--- src/rtl/dffram_nr1w.sv ---
// Flip-flop RAM with one lane-masked write port and NREAD independent read ports.
// Each read port can be registered or not; writes can pass straight through, and a built-in sweep clears the array.
module dffram_nr1w #(
   parameter int                DWIDTH        = 8,
   parameter int                DEPTH         = 28,
   parameter int                AWIDTH        = 5,
   parameter int                NREAD         = 2,
   parameter int                LANES         = 2,
   parameter logic [DWIDTH-1:0] INIT_VALUE    = '0,
   parameter bit                INIT_ON_RESET = 1'b1
) (
   input  logic                    clk,
   input  logic                    rst,
   input  logic                    init_req,
   output logic                    busy,
   input  logic                    w_en,
   input  logic [AWIDTH-1:0]       w_addr,
   input  logic [LANES-1:0]        w_lane,
   input  logic [DWIDTH-1:0]       w_data,
   output logic                    w_drop,
   input  logic [NREAD*AWIDTH-1:0] r_addr,
   output logic [NREAD*DWIDTH-1:0] r_data,
   input  logic [NREAD-1:0]        cfg_rdbuf,
   input  logic                    cfg_wt
);

   localparam int                LW      = DWIDTH / LANES;
   localparam logic [AWIDTH:0]   DEPTH_W = (AWIDTH+1)'(DEPTH);
   localparam logic [AWIDTH-1:0] LAST_A  = AWIDTH'(DEPTH - 1);

   typedef enum logic {ST_IDLE, ST_SWEEP} state_t;

   state_t              state_q, state_d;
   logic [AWIDTH-1:0]   cnt_q, cnt_d;
   logic                drop_q, drop_d;
   logic [DWIDTH-1:0]   mem_q [DEPTH];
   logic [DWIDTH-1:0]   buf_q [NREAD];
   logic [DWIDTH-1:0]   cur   [NREAD];
   logic [DWIDTH-1:0]   wmask;
   logic [DWIDTH-1:0]   wmerge;
   logic [AWIDTH-1:0]   ra;
   logic                w_in_range;
   logic                w_acc;

   assign busy       = (state_q == ST_SWEEP);
   assign w_drop     = drop_q;
   assign w_in_range = ({1'b0, w_addr} < DEPTH_W);
   assign w_acc      = w_en && !busy && w_in_range && (w_lane != '0);

   always_comb begin
      wmask = '0;
      for (int l = 0; l < LANES; l++) begin
         wmask[l*LW +: LW] = {LW{w_lane[l]}};
      end
   end

   // The merged word serves both the array update and the write-through path.
   assign wmerge = (mem_q[w_addr] & ~wmask) | (w_data & wmask);

   always_comb begin
      state_d = state_q;
      cnt_d   = cnt_q;
      drop_d  = w_en && (w_lane != '0) && (busy || !w_in_range);
      case (state_q)
         ST_IDLE: begin
            if (init_req) begin
               state_d = ST_SWEEP;
               cnt_d   = '0;
            end
         end
         ST_SWEEP: begin
            if (cnt_q == LAST_A) begin
               state_d = ST_IDLE;
            end else begin
               cnt_d = cnt_q + 1'b1;
            end
         end
         default: state_d = ST_IDLE;
      endcase
   end

   always_ff @(posedge clk or posedge rst) begin
      if (rst) begin
         state_q <= INIT_ON_RESET ? ST_SWEEP : ST_IDLE;
         cnt_q   <= '0;
         drop_q  <= 1'b0;
      end else begin
         state_q <= state_d;
         cnt_q   <= cnt_d;
         drop_q  <= drop_d;
      end
   end

   // The storage array has no reset; it holds undefined data until it is swept or written.
   always_ff @(posedge clk) begin
      if (busy) begin
         mem_q[cnt_q] <= INIT_VALUE;
      end else if (w_acc) begin
         mem_q[w_addr] <= wmerge;
      end
   end

   always_comb begin
      ra     = '0;
      r_data = '0;
      cur    = '{default: '0};
      for (int p = 0; p < NREAD; p++) begin
         ra = r_addr[p*AWIDTH +: AWIDTH];
         if (busy) begin
            cur[p] = INIT_VALUE;
         end else if ({1'b0, ra} >= DEPTH_W) begin
            cur[p] = '0;
         end else if (cfg_wt && w_acc && (ra == w_addr)) begin
            cur[p] = wmerge;
         end else begin
            cur[p] = mem_q[ra];
         end
         r_data[p*DWIDTH +: DWIDTH] = cfg_rdbuf[p] ? buf_q[p] : cur[p];
      end
   end

   always_ff @(posedge clk or posedge rst) begin
      if (rst) begin
         for (int p = 0; p < NREAD; p++) buf_q[p] <= '0;
      end else begin
         for (int p = 0; p < NREAD; p++) buf_q[p] <= cur[p];
      end
   end

endmodule

--- config.mk ---
export PLATFORM = sky130hd
export DESIGN_NAME = dffram_nr1w
export DESIGN_NICKNAME = d
export VERILOG_FILES = /design/src/rtl/dffram_nr1w.sv
export SDC_FILE = /design/constraint.sdc
export NUM_CORES = 1
export LEC_CHECK = 0
export CAP_MARGIN = 0
export CORE_MARGIN = 1
export CORE_UTILIZATION = 45
export DETAILED_ROUTE_END_ITERATION = 16
export HOLD_SLACK_MARGIN = 0.12
export PLACE_DENSITY = 0.68
export SLEW_MARGIN = 20
export SYNTH_ARGS = -nofsm -noshare
export SYNTH_HDL_FRONTEND = slang
export SYNTH_SLANG_ARGS = --single-unit
--- constraint.sdc ---
create_clock -name clk -period 4.07 [get_ports clk]
set_clock_uncertainty 0.15 [all_clocks]
set_input_delay 0.814 -clock clk [delete_from_list [all_inputs] [get_ports clk]]
set_output_delay 0.814 -clock clk [all_outputs]
set_load 0.01 [all_outputs]
Word-level counts from Yosys, hierarchy flattened
Memories as Yosys holds them, arrays and structs flattened.
Cells that the tools add are included.

storage, ports and cells
  register bits = 23
  RAM bits = 224
  bits of input ports = 32
  output and inout port bits = 18
  logic and storage cells = 56
  memories = 1

operators by class
  add/sub/neg operators = 1
  order comparisons = 3
  equality and inequality tests = 5
  multiplexer cells = 22
  bitwise operators = 5
  reductions and logical operators = 14

memories
  memory  words  width  rd ports  clocked after memory_dff  write ports  line  RTL
  mem_q   28     8      3         0                         1            36    logic [DWIDTH-1:0] mem_q [DEPTH];

operators with widths
  operator             number
  $mux 8               9
  $and 8x8->8          2
  $mux 5               3
  $eq 5x5->1           2
  $ge 5x5->1 const B   2
  $pmux 5 s2           1
  $logic_and 1x1->1    8
  $mux 1               8
  $not 8->8            1
  $or 8x8->8           1
  $reduce_or 8->1      1
  $add 5x1->5 const B  1
  $eq 5x5->1 const B   1
  $lt 5x5->1 const B   1
  $ne 2x2->1 const B   2
  $logic_not 1->1      2
  $pmux 1 s2           1
  $reduce_and 2->1     1
  $reduce_bool 2->1    1
  $logic_or 1x1->1     1
  $not 1->1            1

Depth between registers and ports, before layout
  word-level depth = 10
  depth in mapped cells = 10
  depth with buffers taken out = 6

Least setup slack after synthesis
Ideal clock, no wire load.

  kind = in2out
  from = input port r_addr[5]
  to = output port r_data[13]
  arrival = 2,444 ps
  required time = 3,106 ps
  slack = 662 ps
  cell stages on the path = 9
  buffers on the path = 3
  path through = buf_6 -> buf_4 -> and2_1 -> clkbuf_1 -> a22oi_1 -> a21oi_1 -> a2111oi_2 -> a211oi_1 -> o31ai_1

between the ends
  longest elaborated chain between the ends = 6
  elaborated cells on any way between the ends = 8
  classes of those cells = order compare: 1; eq/ne: 1; mux: 4; reduce/logical: 1; memory: 1

ends and longest elaborated chain
  element                                               line  RTL
  start, declared                                       21    input logic [NREAD*AWIDTH-1:0] r_addr,
  branches (longest 3 deep; another with $mem_v2 28x8)  -
  $mux 8 *                                              111   end else if ({1'b0, ra} >= DEPTH_W) begin
  $mux 8 *                                              109   if (busy) begin
  $mux 8 *                                              118   r_data[p*DWIDTH +: DWIDTH] = cfg_rdbuf[p] ? buf_q[p] : cur[p];
  end, declared                                         22    output logic [NREAD*DWIDTH-1:0] r_data,

Every way passes the cells marked *.

==> impl_results.md <==
* Worst vdd ir at 0.0003506 V
* RSZ-0062 raised after global routing: true
* Total die area at 33050 µm²
* Dpl ws at -1.091 ns
* Failing checks: setup timing
* Leakage at 7.100 nW
* Synth unique cells at 65
* Worst setup margin at -0.04686 ns
* Critical Path AT at 3.15 ns
* Worst slew pin tran at 1.166 ns
* CP Cell Sequence: buf_6, bufbuf_16, buf_4, mux4_2, o21bai_4, nor4_4, buf_4, o21a_1, mux2_2, clkdlybuf4s15_2
* Starting Density at 0.4587
* Tmin final at 4.117 ns
* Cell Area, Synth at 14550 µm²
* # port buffers at 49
* Reg clk slew, reported paths at 0.06 ns
* Clock latency on the worst-skew pair at 0.56 ns
* Fin. Hold Viols at 0
* Row cnt at 65
* Root Buffer: clkbuf_16
* FF+latch count, synth at 247
* Largest delay contributor family on the critical path: buffers and inverters
* Hold_buf cts at 0
* Drt via density at 6.574
* Crit. End Element: primary output
* Hold slack at 0.5106 ns
* Crit path max fanout at 7
* Syn Inst Count at 1108
* Largest net degree at the start of global routing at 29
* Yosys top cell by area: edfxtp_1
* Routed Antenna Nets at 0
* Largest cells by area after synthesis: edfxtp_1 (46%), mux2i_1 (14%), mux4_2 (8.4%), dfrtp_1 (3.8%), a22oi_1 (3.8%)
* Clock Tree Buf Depth at 3
* Pwr Density at 428.4 nW/µm²
* Final Setup Violations at 2
* Nature of the critical path startpoint: input pin
* Predominant post-synthesis flop cell: edfxtp_1
* DR pass1 iterations at 5
* Fin cells at 1770
* Sink Count at 247
* Tcrit/Tclk final at 1.012
* Vias at 11640
* GRT Util Overall at 0.3273
* Ys async rst share at 0.09312
* Status: complete, but fails checks
* CP Buf/Inv Count at 5
* Fin Setup TNS at -0.06542 ns
* Die width at 181.8 µm
* Synthesized area per cell at 13.13 µm²
* Most common cell after layout, fill and taps aside: edfxtp_1
* Most frequent CP cell: buf_4
* Post-synth EDFFs at 224
* Max-cap violation count at 0
* Final Cell Area at 18390 µm²
* Vias in the first global route at 11580
* IO Pins at 50
* Final RePlAce weighted congestion at 1.023
* Total congestion overflow at 0
* Fmax at 242.9 MHz
* Placed Instances at 1697
* First-pass GRT wire length at 78060 µm
* Post-synth top area share at 0.4624
* DRC at 0
* Worst EP required at 3.11 ns
* Final #Nets at 1379
* DR WL/cell at 30.24 µm
* Initial antenna violation count at 0
* Post-Syn Nets at 1141
* Initial drt markers at 1219
* Yosys warns at 0
* Most frequent cells in the layout: edfxtp_1 (224), buf_4 (211), mux2i_1 (195), a22oi_1 (67)
* Hpwl dp at 39730 µm
* CP max stage delay at 0.62 ns
* Area growth syn-to-layout at 26.40%
* DRT Wirelength at 53530 µm
* Share of cells above drive strength 1 at 0.3289
* Slew headroom at 0.2198
* Register area share after synthesis at 0.5020
* Diode count at 0
* Vert. Die Dim at 181.8 µm
* Crit Path Class: in -> out
* Worst min path class: reg -> reg
* CTS tree: done
* Num CTS Buffers at 28
* H-tree levels at 1
* Slew Viols, Final at 0
* Core area at 31720 µm²
* Filler cells at 2548
* Dpl cell area at 16900 µm²
* Slowest CP cell: mux4_2
[registers in the layout (all words and copies together), names as in the netlist]
signal  cells
cnt_q       5
w_drop      1
busy        1
mem_q     224
buf_q      16
[per-stage QoR]
| step | power [mW] | utilization |
|---|---|---|
| final | 7.878 | 0.5798 |
| after CTS | 7.821 | 0.5748 |
| after global placement | 5.233 | 0.5328 |
| after global routing | 8.105 | 0.5798 |
| after detailed placement | 5.266 | 0.5328 |
| after floorplan | 4.333 | - |
[layer usage]
layer,track usage,wire length (µm),part of all wire
met5,0,0,0
met4,0.1542,2958,0.055
met3,0.08123,5724,0.11
met2,0.5055,23890,0.45
met1,0.4335,20950,0.39
[path summary, 6_finish.rpt]
path | to | start | slack [ns] | cells past startpoint
setup / recovery | r_data[12] | w_addr[0] | -0.05 | 10
hold / removal | cnt_q[1] | cnt_q[1] | 0.51 | 2
setup reg to reg | mem_q[9][3] | busy | 0.76 | 7
hold reg to reg | cnt_q[1] | cnt_q[1] | 0.51 | 2
max in group asynchronous | cnt_q[0] | rst | 2.64 | 2
min in group asynchronous | buf_q[3] | rst | 0.59 | 2
[cells by family (layout without fill, tap and decap cells)]
family | count (synthesis) | in the layout | synth area share
xor+xnor | 12 | 12 | 0.007225
simple gates | 250 | 250 | 0.08360
compound gates | 224 | 224 | 0.1094
buf+inv | 90 | 350 | 0.03888
flops | 247 | 247 | 0.5020
fa+ha+maj | 1 | 1 | 0.0008599
mux | 284 | 284 | 0.2580
[synth_stat cells (4+ instances only)]
| master | number |
|---|---|
| inv_1 | 5 |
| a211o_1 | 4 |
| xor2_1 | 10 |
| edfxtp_1 | 224 |
| a22o_1 | 11 |
| a211oi_1 | 17 |
| clkbuf_1 | 19 |
| mux4_1 | 13 |
| mux4_2 | 54 |
| o21ai_0 | 13 |
| mux2i_1 | 198 |
| o211ai_1 | 4 |
| nor3_1 | 16 |
| nand2_1 | 61 |
| a311oi_1 | 4 |
| nand2b_1 | 10 |
| a22oi_1 | 73 |
| nor2_1 | 71 |
| buf_2 | 23 |
| mux2_2 | 19 |
| nand3b_1 | 4 |
| nor2b_1 | 27 |
| buf_6 | 13 |
| nand3_1 | 26 |
| nand4_1 | 6 |
| buf_1 | 7 |
| dfrtp_1 | 22 |
| and2_1 | 8 |
| buf_4 | 21 |
| a21oi_1 | 43 |
| o31ai_1 | 9 |
| a31oi_1 | 16 |
[final cells by class]
cell class              instances  area [µm²]  area share
clock inverters                14       162.7    0.008845
multi-input cells             771        7010      0.3812
repair buffers                293        2643      0.1437
inverters                       5       18.77    0.001021
flip-flops and latches        247        7303      0.3972
clock buffers                  38       748.2     0.04069
well taps                     402       503.0     0.02735
[tightest hold or removal path, cell delays in order (launching register included)]
cell and delay, ns:
dfrtp_1 0.47, nand3_1 0.10, nand2_1 0.05
[what timing repair did]
item	CTS	global route
pin swaps	17	14
setup buffers	16	4
gates cloned	1	0
gates resized for setup	106	42
endpoints found under the setup margin	16	13
[where the power goes]
| group | internal (mW) | switching (mW) | total [mW] |
|---|---|---|---|
| registers | 3.13 | 0.245 | 3.37 |
| clock network | 1.48 | 1.05 | 2.53 |
| logic | 0.845 | 1.13 | 1.98 |
| total | 5.45 | 2.43 | 7.88 |
(Power assumes the default switching activity.)
